==> config.mk <==
export PLATFORM = sky130hd
export DESIGN_NAME = counter_sequencer
export DESIGN_NICKNAME = d
export VERILOG_FILES = /design/src/rtl/counter_sequencer_pkg.sv /design/src/rtl/counter_sequencer_tick_prescaler.sv /design/src/rtl/counter_sequencer.sv
export SDC_FILE = /design/constraint.sdc
export NUM_CORES = 1
export LEC_CHECK = 0
export CAP_MARGIN = 20
export CELL_PAD_IN_SITES_DETAIL_PLACEMENT = 2
export CELL_PAD_IN_SITES_GLOBAL_PLACEMENT = 2
export CORE_MARGIN = 2
export CORE_UTILIZATION = 35
export CTS_CLUSTER_DIAMETER = 30
export CTS_CLUSTER_SIZE = 40
export DETAILED_ROUTE_END_ITERATION = 7
export GPL_TIMING_DRIVEN = 0
export PLACE_DENSITY = 0.89
export SLEW_MARGIN = 20
export SYNTH_ARGS = -nofsm -noshare
export SYNTH_HDL_FRONTEND = slang
export SYNTH_HIERARCHICAL = 1
export SYNTH_SLANG_ARGS = --single-unit
export TNS_END_PERCENT = 20
==> constraint.sdc <==
create_clock -name clk -period 3.6 [get_ports clk]
set_clock_uncertainty 0.15 [all_clocks]
set_input_delay 0.9 -clock clk [delete_from_list [all_inputs] [get_ports clk]]
set_output_delay 0.9 -clock clk [all_outputs]
set_load 0.01 [all_outputs]
==> src/rtl/counter_sequencer_pkg.sv <==
// Shared definitions for the interval-timer sequencer: FSM state encodings
// and the default prescale ratio.
package counter_sequencer_pkg;

  typedef enum logic [2:0] {
    ST_IDLE  = 3'd0,
    ST_LOAD  = 3'd1,
    ST_RUN   = 3'd2,
    ST_PAUSE = 3'd3,
    ST_DONE  = 3'd4
  } state_t;

  localparam int DEFAULT_PRESC = 50_000_000;

endpackage

==> src/rtl/counter_sequencer_tick_prescaler.sv <==
// Free-running divide-by-PRESC phase counter that advances only while the
// sequencer is running and freezes while it is paused.
module tick_prescaler #(
  parameter int PRESC = 50_000_000,
  parameter int PW    = 26
) (
  input  logic clk,
  input  logic reset,
  input  logic run,
  input  logic hold,
  input  logic zero,
  output logic tick
);

  localparam logic [PW-1:0] LAST = PW'(PRESC - 1);

  logic [PW-1:0] count;

  // Any state other than run or hold restarts the phase from zero.
  always_ff @(posedge clk) begin
    if (reset || zero) begin
      count <= '0;
    end else if (run) begin
      count <= (count == LAST) ? '0 : count + 1'b1;
    end else if (!hold) begin
      count <= '0;
    end
  end

  assign tick = (count == LAST);

endmodule

==> src/rtl/counter_sequencer.sv <==
// Interval-timer controller: latches preset/direction, loads the attached
// counter, steps it at the prescaled rate and pulses done at the target.
module counter_sequencer
  import counter_sequencer_pkg::*;
#(
  parameter int N     = 4,
  parameter int PRESC = DEFAULT_PRESC,
  parameter int PW    = 26
) (
  input  logic         clk,
  input  logic         reset,
  input  logic         start,
  input  logic         pause,
  input  logic         clear,
  input  logic         dir,
  input  logic [N-1:0] preset,
  input  logic [N-1:0] cnt_q,
  output logic         cnt_en,
  output logic         cnt_load,
  output logic         cnt_up,
  output logic         cnt_clr,
  output logic [N-1:0] cnt_d,
  output logic         busy,
  output logic         paused,
  output logic         done
);

  state_t       state;
  logic         dir_r;
  logic [N-1:0] preset_r;
  logic         clr_r;
  logic [N-1:0] target;
  logic         at_target;
  logic         tick;

  assign target    = dir_r ? preset_r : '0;
  assign at_target = (cnt_q == target);

  tick_prescaler #(
    .PRESC(PRESC),
    .PW   (PW)
  ) u_prescaler (
    .clk  (clk),
    .reset(reset),
    .run  (state == ST_RUN),
    .hold (state == ST_PAUSE),
    .zero (clear),
    .tick (tick)
  );

  // Clear overrides every state; reaching the target beats a pause request.
  always_ff @(posedge clk) begin
    if (reset) begin
      state    <= ST_IDLE;
      dir_r    <= 1'b0;
      preset_r <= '0;
      clr_r    <= 1'b0;
    end else begin
      clr_r <= clear;
      if (clear) begin
        state <= ST_IDLE;
      end else begin
        case (state)
          ST_IDLE: begin
            if (start) begin
              dir_r    <= dir;
              preset_r <= preset;
              state    <= ST_LOAD;
            end
          end
          ST_LOAD: state <= ST_RUN;
          ST_RUN: begin
            if (at_target)  state <= ST_DONE;
            else if (pause) state <= ST_PAUSE;
          end
          ST_PAUSE: begin
            if (start) state <= ST_RUN;
          end
          ST_DONE: begin
            if (start) begin
              dir_r    <= dir;
              preset_r <= preset;
              state    <= ST_LOAD;
            end else begin
              state <= ST_IDLE;
            end
          end
          default: state <= ST_IDLE;
        endcase
      end
    end
  end

  assign cnt_load = (state == ST_LOAD);
  assign cnt_up   = dir_r;
  assign cnt_clr  = clr_r;
  assign cnt_d    = (state == ST_LOAD && !dir_r) ? preset_r : '0;
  assign cnt_en   = (state == ST_RUN) && tick && !at_target;
  assign busy     = (state == ST_LOAD) || (state == ST_RUN) || (state == ST_PAUSE);
  assign paused   = (state == ST_PAUSE);
  assign done     = (state == ST_DONE);

endmodule

==> summary.md, run 1 <==
| Metric | Value |
|---|---|
| Initial antenna violation count | `0` |
| Largest area contributor in the netlist | `dfxtp_1` |
| Critical path class | `in -> out` |
| Seq/Total Area, Yosys | `34.8%` |
| CTS Root Buffer Type | `clkbuf_8` |
| Min-Delay Path Class | `reg -> reg` |
| Final #Nets | `299` |
| Sequential share of power | `50.3%` |
| Initial DRC Count | `70` |
| Commonest register cell after synthesis | `dfxtp_1` |
| Area Overhead vs Synth | `21.9%` |
| Grt ovf | `0` |
| Die area | `6380 sq um` |
| Sw frac | `24.1%` |
| GR Util All Layers | `23.7%` |
| Met3 wire length | `324 microns` |
| DRC Markers | `0` |
| Synthesized net count | `268` |
| Antenna diode count | `0` |
| CTS Buf Count | `5` |
| Worst reg-to-reg path cell count | `8` |
| Clk slew on worst S/H paths | `0.07 ns` |
| Clock tree sinks | `35` |
| Die height | `79.9 microns` |
| Slew @ Worst Pin | `0.937 ns` |
| Syn Area/Cell | `7.97 sq um` |
| Slew Limit Headroom | `37.1%` |
| Die W | `79.9 microns` |
| ANT nets after route | `0` |
| Synthesized instance count | `253` |
| Fraction of registers with async set/reset | `0%` |
| CP Cell Sequence | `clkdlybuf4s50_1 > nand4b_1 > o22a_1 > a22o_1 > and3_1 > dlygate4sd2_1` |
| Total Wirelength | `6.88 mm` |
| Fin util | `44.3%` |
| Cell Area, Synth | `2020 sq um` |
| Critical Path Sink Type | `output pin` |
| Clk network pwr share | `41.7%` |
| Worst vdd ir | `0.157 mV` |
| Leak | `0.833 nW` |
| Largest net degree at the start of global routing | `11` |
| Final Cycle Share | `97.4%` |
| Number of global-route vias before repair | `2316` |
| WL met1 | `2.89 mm` |
| Vias | `2115` |
| DRT Pass-1 Iters | `4` |
| Final hold violation count | `0` |
| Hold Crit Depth | `1` |
| Req. time, crit path | `2.55 ns` |
| CP Launch Type | `input port` |
| Fmax | `285 MHz` |
| Worst-path fanout max | `3` |
| CP bufs+invs | `2` |
| Synth warnings | `6` |
| Comb pwr share | `8.0%` |
| Cell internal pwr | `0.600 mW` |
| Clock latency on the worst-skew pair | `0.30 ns` |
| Synth Register Bits | `35` |
| Routed wl met2 | `3.48 mm` |
| Top post-synthesis cells by area | `dfxtp_1 35%, nor2_1 5.2%, nand3_1 4.7%` |
| Share of cells above drive strength 1 | `7.37%` |
| CTS tree | `built` |
| Top Family by Delay on Critical Path | `buffers and inverters` |
| PortBufs | `24` |
| Final setup margin | `0.0940 ns` |
| Max_cap viols | `0` |
| Fin crit period | `3.51 ns` |
| Power Density | `322 nW/um^2` |
| Max layer used | `met4` |
| Placer Congestion | `0.783` |
| Switch Pwr | `0.191 mW` |
| Routed len/inst | `19.3 microns` |
| Initial Util | `36.4%` |
| Vias/cell | `5.92` |
| Core area | `5540 sq um` |
| Detailed Place HPWL | `4.94 mm` |
| RSZ-0062 raised after global routing | `no` |
| Setup violations, final | `0` |
| Count of unique library cells instantiated by Yosys | `53` |
| Clock Tree Buf Depth | `2` |
| Crit. path cell count | `6` |
| Synth top area share | `34.8%` |
| H-tree depth | `2` |
| Ports | `25` |
| Crit-path slowest cell | `clkdlybuf4s50_1` |
| First-pass GRT wire length | `11.7 mm` |
| Worst Path Arrival | `2.46 ns` |
| Place WS | `-0.273 ns` |
| Status | `finished, final reports clean` |
| Number of flops mapped to enable cells by yosys | `0` |
| Number of cell rows | `27` |
| CP peak stage delay | `0.52 ns` |
| Setup Fix Bufs, Post-CTS | `0` |
| Pins Over Slew Limit | `0` |
[registers in the layout (all words and copies together), names as in the netlist]
register           cells
cnt_clr                1
preset_r               4
cnt_up                 1
u_prescaler/count     26
state                  3
[placed cells by master, fill, tap and decap left out, drive strengths merged, types with 4 or more instances in the layout]
master / instances
o21ai: 17
a22oi: 4
nand2: 20
a22o: 4
nor4: 6
nand3: 19
buf: 4
inv: 6
clkbuf: 14
nor2: 28
clkdlybuf4s50: 21
a21oi: 11
nand4: 11
nor3: 7
and3: 5
a31oi: 8
mux2i: 6
or4: 5
and4: 4
dfxtp: 35
and2: 8
[what timing repair did]
item	4_1_cts	5_1_grt
pin swaps	2	1
hold buffers	0	0
setup endpoints to repair	1	1
resized for setup	3	2
[cell type report]
class	instances	area [sq um]
plain buffers	10	63.8
clock buffers	8	100
fillers	669	3080
inverters	6	22.5
multi-input cells	202	1240
flip-flops and latches	35	701
well taps	72	90.1
repair buffers	24	240
[metrics by stage]
stage               setup TNS, ns  power, mW  std cells  hold slack [ns]  cell area [sq um]
floorplan                       0      0.436        253            0.289               2020
global placement           -0.248      0.467        349            0.303               2350
detailed placement         -0.273      0.470        349            0.318               2350
CTS                             0      0.799        357            0.347               2450
global route                    0      0.821        357            0.370               2460
finish                          0      0.791        357            0.354               2460
[power groups by stage]
stage	Clock, mW	Combinational (mW)	Sequential, mW
6_report	0.330	0.0630	0.398
5_1_grt	0.353	0.0692	0.399
4_1_cts	0.337	0.0641	0.398
3_5_place_dp	0	0.0631	0.407
3_3_place_gp	0	0.0600	0.407
2_1_floorplan	0	0.0300	0.405
[synth_stat cells, drive strengths merged, types with 5 or more instances]
cell	count
o21ai	17
nand3	19
and3	5
clkbuf	6
or4	5
dfxtp	35
nor4	6
inv	6
nand2	20
nor3	7
and2	8
nor2	28
a31oi	8
mux2i	6
a21oi	11
nand4	11
[layer usage]
metal / track usage, % / vias to the layer above
met5: 0 / -
li1: - / 1016
met1: 27.5 / 1032
met3: 5.09 / 17
met2: 42.2 / 50
met4: 9.49 / 0
[final timing paths]
check	from	endpoint	slack, ns
max	cnt_q[0]	cnt_en	0.09
min	u_prescaler/count[25]	u_prescaler/count[25]	0.35
max reg2reg	u_prescaler/count[0]	u_prescaler/count[16]	0.81
min reg2reg	u_prescaler/count[25]	u_prescaler/count[25]	0.35
[logic make-up (layout without fill, tap and decap cells)]
logic type / after synthesis / after routing / synth area share, %
compound gates: 61 / 61 / 19.9
xor+xnor: 3 / 3 / 1.30
fa+ha+maj: 1 / 1 / 0.621
buf+inv: 16 / 48 / 4.28
flops: 35 / 35 / 34.8
mux: 7 / 7 / 3.54
simple gates: 130 / 130 / 35.6
No activity file was read; power rests on OpenSTA's default activity.
==> inputs of run 2 (changes only) <==
CORE_ASPECT_RATIO = 1.5   (was default)
==> run 2 against run 1 <==
Against the previous run:
- core utilization fell by 0.19 points
- non-clock buffer count rose by 1
- sequential power barely moved
- maximum frequency fell by 0.21%
- critical path type unchanged
- largest power group unchanged
- highest routed layer unchanged
==> summary.md, run 2 (synthesis gave the netlist of run 1 again) <==
| Metric | Value |
|---|---|
| H-tree depth | `2` |
| CP bufs+invs | `2` |
| CP Launch Type | `input port` |
| Die height | `96.9 microns` |
| GR Util All Layers | `22.0%` |
| Clock tree sinks | `35` |
| Critical path class | `in -> out` |
| CP peak stage delay | `0.46 ns` |
| Regs by FF count | `u_prescaler/count: 26 flops, preset_r: 4 flops, state: 3 flops` |
| Power Density | `305 nW/um^2` |
| Final hold violation count | `0` |
| Fin crit period | `3.51 ns` |
| Max reg flops | `26` |
| Leading cell type in the layout, fill and taps excluded | `dfxtp_1` |
| GR met1 Demand/Resource | `21.9%` |
| Min-Delay Path Class | `reg -> reg` |
| Detailed Place HPWL | `5.10 mm` |
| Antenna diode count | `0` |
| Initial Util | `36.4%` |
| Slew @ Worst Pin | `0.877 ns` |
| Slew Limit Headroom | `41.3%` |
| Vias | `2118` |
| Top register by number of flip-flops | `u_prescaler/count` |
| Clock Tree Buf Depth | `2` |
| Grt ovf | `0` |
| Routed len/inst | `18.5 microns` |
| Share of cells above drive strength 1 | `7.34%` |
| Total Wirelength | `6.58 mm` |
| CP Cell Sequence | `clkdlybuf4s50_1 > and4bb_2 > a2bb2oi_2 > a22o_1 > and3_1 > dlygate4sd2_1` |
| Hold slack | `0.341 ns` |
| Worst-path fanout max | `3` |
| Initial antenna violation count | `0` |
| CTS tree | `built` |
| Hold buffers post-CTS | `0` |
| Clk slew on worst S/H paths | `0.07 ns` |
| Crit-path slowest cell | `clkdlybuf4s50_1` |
| Vias/cell | `5.95` |
| ANT nets after route | `0` |
| Most used routing layer | `met2` |
| Fill cells | `653` |
| Die W | `66.0 microns` |
| Tot Pwr | `0.744 mW` |
| Final #Nets | `300` |
| Worst vdd ir | `0.153 mV` |
| Top Family by Delay on Critical Path | `buffers and inverters` |
| Status | `finished, final reports clean` |
| Req. time, crit path | `2.55 ns` |
| Placer Congestion | `0.810` |
| Ports | `25` |
| Clock latency on the worst-skew pair | `0.29 ns` |
| Number of cell rows | `33` |
| Worst Path Arrival | `2.46 ns` |
| Critical Path Sink Type | `output pin` |
| Core area | `5530 sq um` |
| DRT Pass-1 Iters | `4` |
| PortBufs | `24` |
| Number of global-route vias before repair | `2238` |
| RSZ-0062 raised after global routing | `no` |
| First-pass GRT wire length | `10.8 mm` |
| DRC Markers | `0` |
| Max_cap viols | `0` |
| Setup violations, final | `0` |
| Met3 Track Usage GR | `3.26%` |
| Commonest cells after routing, fill and taps aside | `35 x dfxtp_1, 28 x nor2_1, 23 x clkdlybuf4s50_1` |
| Met2 GRT Util | `42.7%` |
| Die area | `6390 sq um` |
| Final Cycle Share | `97.6%` |
| Initial DRC Count | `38` |
| CTS Root Buffer Type | `clkbuf_8` |
| Largest net degree at the start of global routing | `11` |
| CTS Buf Count | `5` |
| Leak | `0.817 nW` |
| Area Overhead vs Synth | `21.2%` |
| Pins Over Slew Limit | `0` |
| Fmax | `285 MHz` |
==> run 2: changes by cell type in the layout (fill, tap and decap cells not counted) <==
cell,change
clkbuf_1,+1
or4_4,-1
or4_1,+1
clkbuf_8,-2
nand3_1,-1
buf_4,+1
clkinv_2,+1
clkdlybuf4s50_1,+2
dlymetal6s2s_1,-1
nand3_2,+1
dlygate4sd2_1,-1
==> run 2: metal layers <==
layer  share of wire [%]  vias up
met2                  57       37
li1                    -     1020
met5                   0        -
met1                  38     1044
met3                 2.0       17
met4                 3.0        0
==> run 2: path summary, 6_finish.rpt <==
path	start	to	slack [ns]	cells past startpoint
min	u_prescaler/count[23]	u_prescaler/count[23]	0.34	1
max	cnt_q[1]	cnt_en	0.09	6
min reg2reg	u_prescaler/count[23]	u_prescaler/count[23]	0.34	1
max reg2reg	u_prescaler/count[16]	u_prescaler/count[10]	0.95	8
==> run 2: timing repair <==
item	CTS	global route
endpoints found under the hold margin	0	0
pin swaps	1	0
endpoints found under the setup margin	1	1
gates resized for setup	2	1
setup buffers	1	0
==> run 2: report_power, final <==
part	internal [mW]	total, mW	switching (mW)
clock network	0.136	0.282	0.146
registers	0.392	0.398	0.00667
logic	0.0344	0.0638	0.0293
==> run 2: final cells by class <==
cell class	count	area [sq um]	share of cell area (%)
Buffer	10	63.8	2.61
Clock buffer	7	76.3	3.13
Clock inverter	1	5.00	0.205
Inverter	6	22.5	0.922
Multi-Input combinational cell	202	1240	50.8
Sequential cell	35	701	28.7
Tap cell	70	87.6	3.59
Timing Repair Buffer	25	246	10.1
==> run 2: per-stage QoR <==
| step | util, % | setup TNS (ns) | setup slack, ns | area [sq um] | cells |
|---|---|---|---|---|---|
| 2_1_floorplan | - | 0 | 0.810 | 2020 | 253 |
| 3_3_place_gp | 42.4 | -0.249 | -0.249 | 2340 | 347 |
| 3_5_place_dp | 42.4 | -0.289 | -0.289 | 2340 | 347 |
| 4_1_cts | 44.1 | 0 | 0.0943 | 2440 | 356 |
| 5_1_grt | 44.1 | 0 | 0.0134 | 2440 | 356 |
| 6_report | 44.1 | 0 | 0.0866 | 2440 | 356 |
